$ cat config.mk
export PLATFORM = sky130hd
export DESIGN_NAME = ring_pos_from_remote_dispatcher
export DESIGN_NICKNAME = d
export VERILOG_FILES = /design/src/rtl/ring_pos_from_remote_dispatcher.sv
export SDC_FILE = /design/constraint.sdc
export NUM_CORES = 1
export LEC_CHECK = 0
export ABC_CLOCK_PERIOD_IN_PS = 10500
export BUFFER_PORTS_ARGS = -buffer_cell sky130_fd_sc_hd__buf_4
export CORE_MARGIN = 5
export CORE_UTILIZATION = 28
export CTS_CLUSTER_DIAMETER = 150
export DETAILED_ROUTE_END_ITERATION = 16
export SLEW_MARGIN = 25
export SYNTH_ARGS = -nofsm -noshare
export SYNTH_HDL_FRONTEND = slang
export SYNTH_SLANG_ARGS = --single-unit
$ cat constraint.sdc
create_clock -name clk -period 10.5 [get_ports clk]
set_input_delay 0.525 -clock clk [delete_from_list [all_inputs] [get_ports clk]]
set_output_delay 0.525 -clock clk [all_outputs]
set_load 0.05 [all_outputs]
$ cat src/rtl/ring_pos_from_remote_dispatcher.sv
// ring_pos_from_remote_dispatcher: routes remote position flits into per-ring FWFT FIFOs
// and reports iteration completion once every source has sent its marker and all rings drain.
module ring_pos_from_remote_dispatcher #(
    parameter int NUM_REMOTE_SRC_NODES = 8,
    parameter int SRC_IDX_WIDTH        = 3,
    parameter int NUM_LOCAL_RINGS      = 4,
    parameter int RING_IDX_WIDTH       = 2,
    parameter int POS_DATA_WIDTH       = 96,
    parameter int FIFO_DEPTH           = 4
) (
    input  logic                                      clk,
    input  logic                                      rst,
    input  logic                                      i_iter_start,
    input  logic                                      i_pkt_valid,
    input  logic [POS_DATA_WIDTH-1:0]                 i_pkt_data,
    input  logic [SRC_IDX_WIDTH-1:0]                  i_pkt_src,
    input  logic [RING_IDX_WIDTH-1:0]                 i_pkt_ring,
    input  logic                                      i_pkt_last,
    output logic                                      o_pkt_ready,
    output logic [NUM_LOCAL_RINGS-1:0]                o_ring_valid,
    output logic [NUM_LOCAL_RINGS*POS_DATA_WIDTH-1:0] o_ring_data,
    input  logic [NUM_LOCAL_RINGS-1:0]                i_ring_ready,
    output logic [NUM_REMOTE_SRC_NODES-1:0]           o_src_done,
    output logic                                      o_iter_done,
    output logic                                      o_busy,
    output logic [15:0]                               o_pkt_count,
    output logic                                      o_err
);
    localparam int AW = $clog2(FIFO_DEPTH);

    typedef enum logic [1:0] {IDLE, RECV, DRAIN} state_t;
    state_t state;

    logic [NUM_LOCAL_RINGS-1:0]      full, empty, push, pop;
    logic [NUM_REMOTE_SRC_NODES-1:0] src_bit, done_next;
    logic                            accept, seen, data_ok, err_next;

    assign src_bit     = NUM_REMOTE_SRC_NODES'(1) << i_pkt_src;
    assign o_pkt_ready = (state == RECV) && (i_pkt_last || !full[i_pkt_ring]);
    assign accept      = i_pkt_valid && o_pkt_ready;
    assign seen        = |(o_src_done & src_bit);
    assign data_ok     = accept && !i_pkt_last && !seen;
    // a flit from an already-finished source is a violation whether marker or data
    assign err_next    = (accept && seen) || (i_iter_start && state != IDLE);
    assign done_next   = o_src_done | ((accept && i_pkt_last) ? src_bit : '0);
    assign o_iter_done = (state == DRAIN) && (&empty);
    assign o_busy      = state != IDLE;
    assign o_ring_valid = ~empty;
    assign pop          = o_ring_valid & i_ring_ready;

    always_ff @(posedge clk) begin
        if (rst) begin
            state       <= IDLE;
            o_src_done  <= '0;
            o_pkt_count <= '0;
            o_err       <= 1'b0;
        end else begin
            o_err <= err_next;
            if (state == IDLE && i_iter_start) begin
                state       <= RECV;
                o_src_done  <= '0;
                o_pkt_count <= '0;
            end else if (state == RECV) begin
                o_src_done <= done_next;
                if (data_ok && o_pkt_count != 16'hFFFF)
                    o_pkt_count <= o_pkt_count + 16'd1;
                if (&done_next)
                    state <= DRAIN;
            end else if (state == DRAIN && (&empty)) begin
                state <= IDLE;
            end
        end
    end

    for (genvar g = 0; g < NUM_LOCAL_RINGS; g++) begin : g_ring
        logic [POS_DATA_WIDTH-1:0] mem [FIFO_DEPTH];
        logic [AW:0]               wr, rd;

        // extra pointer bit separates full from empty when the low bits match
        assign empty[g] = wr == rd;
        assign full[g]  = (wr[AW] != rd[AW]) && (wr[AW-1:0] == rd[AW-1:0]);
        assign push[g]  = data_ok && (i_pkt_ring == RING_IDX_WIDTH'(g));
        assign o_ring_data[g*POS_DATA_WIDTH +: POS_DATA_WIDTH] = mem[rd[AW-1:0]];

        always_ff @(posedge clk) begin
            if (rst) begin
                wr <= '0;
                rd <= '0;
            end else begin
                if (push[g]) begin
                    mem[wr[AW-1:0]] <= i_pkt_data;
                    wr              <= wr + 1'b1;
                end
                if (pop[g])
                    rd <= rd + 1'b1;
            end
        end
    end
endmodule

Word level (Yosys, flattened, before mapping) --
Memory sizes are Yosys's and may differ from the RTL's. A register that Yosys moved wholly into a read port is not among the register bits. Index checks and enable logic that the tools add are counted.
Storage, ports and cells: bits of input ports 110, memories kept 4, flip-flop bits (word level) 51, bits in writable memories 1536
Operators by class: equality and inequality tests 20, bitwise logic cells 4, reductions and logical operators 35, add/subtract/negate cells 9, multiplexer cells 27, order comparisons 1, shifts and indexed selects 1
Memory list:
- g_ring[0].mem | depth 4, bits a word 96, read ports 1, clocked after memory_dff 1, write ports 1, RTL line 76 | logic [POS_DATA_WIDTH-1:0] mem [FIFO_DEPTH];
- g_ring[1].mem | depth 4, bits a word 96, read ports 1, clocked after memory_dff 1, write ports 1, RTL line 76
- g_ring[2].mem | depth 4, bits a word 96, read ports 1, clocked after memory_dff 1, write ports 1, RTL line 76
- g_ring[3].mem | depth 4, bits a word 96, read ports 1, clocked after memory_dff 1, write ports 1, RTL line 76
Operators with widths (count):
- adder 3 x 1 -> 3 bit (second input constant) | 8
- 2-to-1 mux 2 bit | 11
- logical AND 1 bit | 18
- adder 16 x 1 -> 16 bit (second input constant) | 1
- != test 16 bit (second input constant) | 1
- 2-to-1 mux 1 bit | 14
- == test 3 bit | 4
- AND 8 bit | 1
- == test 2 bit | 4
- 2-to-1 mux 8 bit | 1
- OR 8 bit | 1
- AND reduction 8 bit | 1
- OR reduction 8 bit | 1
- left shift 1 x 3 -> 8 bit (first input constant) | 1
- == test 2 bit (second input constant) | 3
- AND reduction 2 bit | 3
- AND 4 bit | 1
- == test 2 x 1 -> 1 bit (second input constant) | 2
- logical NOT 2 bit | 2
- != test 1 bit | 4
- NOT 4 bit | 1
- AND reduction 4 bit | 1
- nonzero test 2 bit | 2
- logical NOT 1 bit | 3
- 7 further kinds | 8

Longest topological paths before layout --
depth in word-level cells 15, mapped depth 9, gate-level depth less buffers 6

Worst setup path after synthesis --
No wires, ideal clock.
path type input -> register, start in i_pkt_src[1], end mem g_ring[3].mem[3][0], enable pin, path slack -1074 ps, data required time 9714 ps, arrival 10788 ps, stages on the path 6, path through clkbuf_1 mux4_2 nand2b_4 a21oi_4 nand3_4 nor4_1
Between the ends: cells in the longest elaborated chain, start to end 9
RTL lines:
- from (decl) | RTL line 16 | input logic [SRC_IDX_WIDTH-1:0] i_pkt_src,
- left shift 1 x 3 -> 8 bit | RTL line 38 | assign src_bit = NUM_REMOTE_SRC_NODES'(1) << i_pkt_src;
- AND 8 bit | RTL line 41 | assign seen = |(o_src_done & src_bit);
- OR reduction 8 bit | RTL line 41
- logical NOT 1 bit | RTL line 42 | assign data_ok = accept && !i_pkt_last && !seen;
- logical AND 1 bit | RTL line 42
- logical AND 1 bit | RTL line 82 | assign push[g] = data_ok && (i_pkt_ring == RING_IDX_WIDTH'(g));
- 2-to-1 mux 1 bit | RTL line 90 | if (push[g]) begin
- 2-to-1 mux 1 bit | RTL line 86 | if (rst) begin
- 2-to-1 mux 1 bit (not written as such) | RTL line 91 | mem[wr[AW-1:0]] <= i_pkt_data;
- to (decl) | RTL line 76
Every way passes these cells.

Worst setup path in the final report --
start reg o_src_done[1], end mem g_ring[1].mem[2][14], enable pin
Between the ends: cells in the longest elaborated chain, start to end 8
RTL lines:
- from (decl) | RTL line 23 | output logic [NUM_REMOTE_SRC_NODES-1:0] o_src_done,
- from (signal assigned) | RTL line 64 | o_src_done <= done_next;
- AND 8 bit | RTL line 41
- OR reduction 8 bit | RTL line 41
- logical NOT 1 bit | RTL line 42
- logical AND 1 bit | RTL line 42
- logical AND 1 bit | RTL line 82
- 2-to-1 mux 1 bit | RTL line 90
- 2-to-1 mux 1 bit | RTL line 86
- 2-to-1 mux 1 bit (not written as such) | RTL line 91
- to (decl) | RTL line 76
Every way passes these cells.

==> key figures <==
Outcome
  – Outcome: complete, no violations

Floorplanning
  – Initial core utilization: 0.281
  – Die Area: 217,000 sq um
  – Ports: 526
  – Die Height: 466 um
  – Core area: 207,000 sq um
  – Row count: 167
  – Die X: 466 um

Finish
  – Layout cells sized above 1: 0.385
  – Final net count: 3,183
  – Commonest non-fill, non-tap cell in the layout: edfxtp_1
  – Layout overhead on the synthesized area: 23.4%
  – Final Non-Filler Cells: 5,991
  – Most frequent cells in the layout: 1,536 x edfxtp_1, 553 x buf_4, 385 x mux4_2, 171 x clkbuf_16, 59 x dlygate4sd3_1
  – FILL cells: 19,145

Synth
  – Post-synth EDFFs: 1,536
  – Post-synth ARST share: 0
  – Count of cell types in the netlist: 53
  – Number of cells produced by synthesis: 2,367
  – Ys Warns: 0
  – Synth Cell Area: 58,300 sq um
  – Syn_nets: 2,498
  – Synthesized flop and latch total: 1,595
  – Top FF cell, synth: edfxtp_1
  – Register area share after synthesis: 0.812
  – Mean Syn Cell Area: 24.6 sq um

Detailed routing
  – Routed wire length per instance: 25.8 um
  – Via count: 27,573
  – Antenna-violating nets left: 0
  – First DRT Iteration DRCs: 2,688
  – Total Wirelength: 155,000 um
  – DRT Pass-1 Iters: 5
  – Vias per cell: 4.60
  – DRC: 0

STA
  – Slew Limit Fails: 0
  – Final worst setup slack: 6.21 ns
  – Relative slew slack: 0.347
  – Sum Neg Setup Slack: 0 ns
  – RSZ-0062 raised after global routing: no
  – Worst Tran Pin Value: 0.979 ns
  – Shortest period the worst path allows: 4.29 ns
  – Tcrit/Tclk final: 0.409
  – Max Freq: 0.233 GHz
  – Hold WS: 0.0781 ns
  – Fin Clk Skew: 0.0218 ns
  – Setup violators final: 0
  – Final Hold Vio Count: 0

Setup path
  – Critical path fanouts, max: 49
  – RR Endpoint: g_ring[1].mem[2][14]
  – Critical-path cell list: mux4_2 > nand2b_4 > a21oi_4 > nand3_4 > nor2_2 > and3_4 > buf_4
  – Slowest cell on the critical path: and3_4
  – Critical Path RT: 10.90 ns
  – Crit path largest cell delay: 0.87 ns
  – R2R setup slack: 6.21 ns
  – Crit path arrival time: 4.69 ns
  – Top cell family by delay on the critical path: simple AND/OR/NAND/NOR gates
  – WP buf/inv: 1
  – Worst r2r src: o_src_done[1]
  – Worst setup SP type: flip-flop
  – CP Class: reg2reg
  – Worst R2R Path Depth: 7
  – Critical path capture point type: flip-flop

Placement
  – DP Wirelength: 102,000 um
  – Buffers on Ports: 525
  – Gpl congestion: 0.776
  – Dpl cells: 5,608
  – Pre-CTS WS: 5.77 ns

Worst hold path
  – HP Start: i_pkt_data[3]
  – Worst Hold Path EP: g_ring[1].mem[2][3]
  – Hold Path Cell Cnt: 1
  – Worst hold path class: in2reg

Clocking
  – TritonCTS buffer count: 169
  – Postcts setup bufs: 0
  – Clock slew at reported path FFs: 0.06 ns
  – CTS root buf: clkbuf_16
  – Clk sinks: 1,595
  – Maximum clock path buffer count: 3
  – CTS Hold Bufs: 59
  – # H-tree levels: 4
  – CTS tree: done
  – Worst-Skew Late Latency: 0.80 ns
  – Post-cts resize count: 0

GRT
  – GR Util All Layers: 0.139
  – Initial antenna violation count: 8
  – Grt ovf: 0
  – Largest net degree at the start of global routing: 65
  – Met3 usage: 0.0431
  – Vias in the first global route: 28,218
  – First-pass GRT wire length: 217,000 um
  – Met2 usage: 0.208
  – Met1 GRT Util: 0.198
  – GR peak layer: met2

Flow run
  – Max Cap Viol: 0

Power and ir drop
  – Clock power frac: 0.449
  – Static leakage: 22.7 nW
  – Pwr/cell area: 186 nW/um^2
  – Comb pwr share: 0.029
  – Internal power: 10.6 mW
  – Reg power frac: 0.523
  – Switching power of the nets: 2.76 mW
  – VDD IR-drop max: 0.154 mV
  – Tot Pwr: 13.4 mW
  – Switching part of the total power: 0.207
## how the worst max path moves through the flow
stage,startpoint,endpoint,slack (ns),cells past startpoint
2_1_floorplan,i_pkt_src[1],g_ring[3].mem[3][0],2.97,6
3_3_place_gp,i_pkt_src[2],g_ring[1].mem[2][9],5.85,8
3_5_place_dp,i_pkt_src[2],g_ring[1].mem[2][12],5.77,8
4_1_cts,o_src_done[7],g_ring[1].mem[2][0],6.12,7
5_1_grt,o_src_done[1],g_ring[1].mem[2][14],5.99,7
6_report,o_src_done[1],g_ring[1].mem[2][14],6.21,7
## cell families after synthesis
group / after synthesis / synth area share
muxes: 396 / 0.151
and+or+nand+nor: 154 / 0.0148
adders and majority gates: 21 / 0.00451
DFF: 1595 / 0.812
xor gates and xnor gates: 22 / 0.00331
buffers and inverters: 119 / 0.00837
AOI/OAI and AO/OA: 60 / 0.00659
## synth_stat cells (3+ instances only)
cell,count,area share
mux2i_1,4,0.00069
nor3_1,5,0.00043
dfxtp_1,59,0.020
clkbuf_1,52,0.0033
or4_1,3,0.00039
nor2b_1,11,0.0012
edfxtp_1,1536,0.79
nor2_1,37,0.0024
mux4_2,385,0.15
a21oi_1,23,0.0020
or3_1,13,0.0014
buf_2,17,0.0015
nand3_1,16,0.0014
o21ai_0,15,0.0013
nand2_1,16,0.0010
o31ai_1,3,0.00039
and3_1,20,0.0021
ha_1,21,0.0045
and2_1,9,0.00097
inv_1,16,0.0010
mux2_2,7,0.0014
xnor2_1,8,0.0012
xor2_1,14,0.0021
nand4_1,10,0.0011
a32oi_1,3,0.00045
buf_1,30,0.0019
## routing by layer
layer | vias to the layer above | part of all wire
met5 | - | 0.00017
met4 | 4 | 0.023
met3 | 165 | 0.088
met2 | 1074 | 0.45
met1 | 14846 | 0.44
li1 | 11484 | -
## registers in the layout, summed over array words and instances (netlist names), named ones only
register,flops
o_pkt_count,16
o_err,1
g_ring.rd,12
g_ring.mem,1536
state,2
o_src_done,8
g_ring.wr,12
## power by group through the flow
stage	registers, mW	logic, mW	clock network (mW)
after floorplan	7.12	0.164	0
after global placement	7.11	0.365	0
after detailed placement	7.12	0.372	0
after CTS	6.98	0.391	6.15
after global routing	6.98	0.407	6.41
final	6.98	0.382	5.99
## metrics by stage
| step | instance area (sq um) | util |
|---|---|---|
| 2_1_floorplan | 58300 | - |
| 3_3_place_gp | 65600 | 0.317 |
| 3_5_place_dp | 65700 | 0.317 |
| 4_1_cts | 71800 | 0.347 |
| 5_1_grt | 71900 | 0.347 |
| 6_report | 71900 | 0.347 |
## layout make-up
type	count	area, sq um	share of cell area
tap	2788	3490	0.0485
clock buffer	208	4440	0.0617
multi-input combinational	653	10600	0.147
timing repair buffer	617	4820	0.0671
inverter	16	60.1	0.000835
antenna	4	10.0	0.000139
sequential	1595	47300	0.658
clock inverter	110	1160	0.0161
No activity file was read; power rests on OpenSTA's default activity.
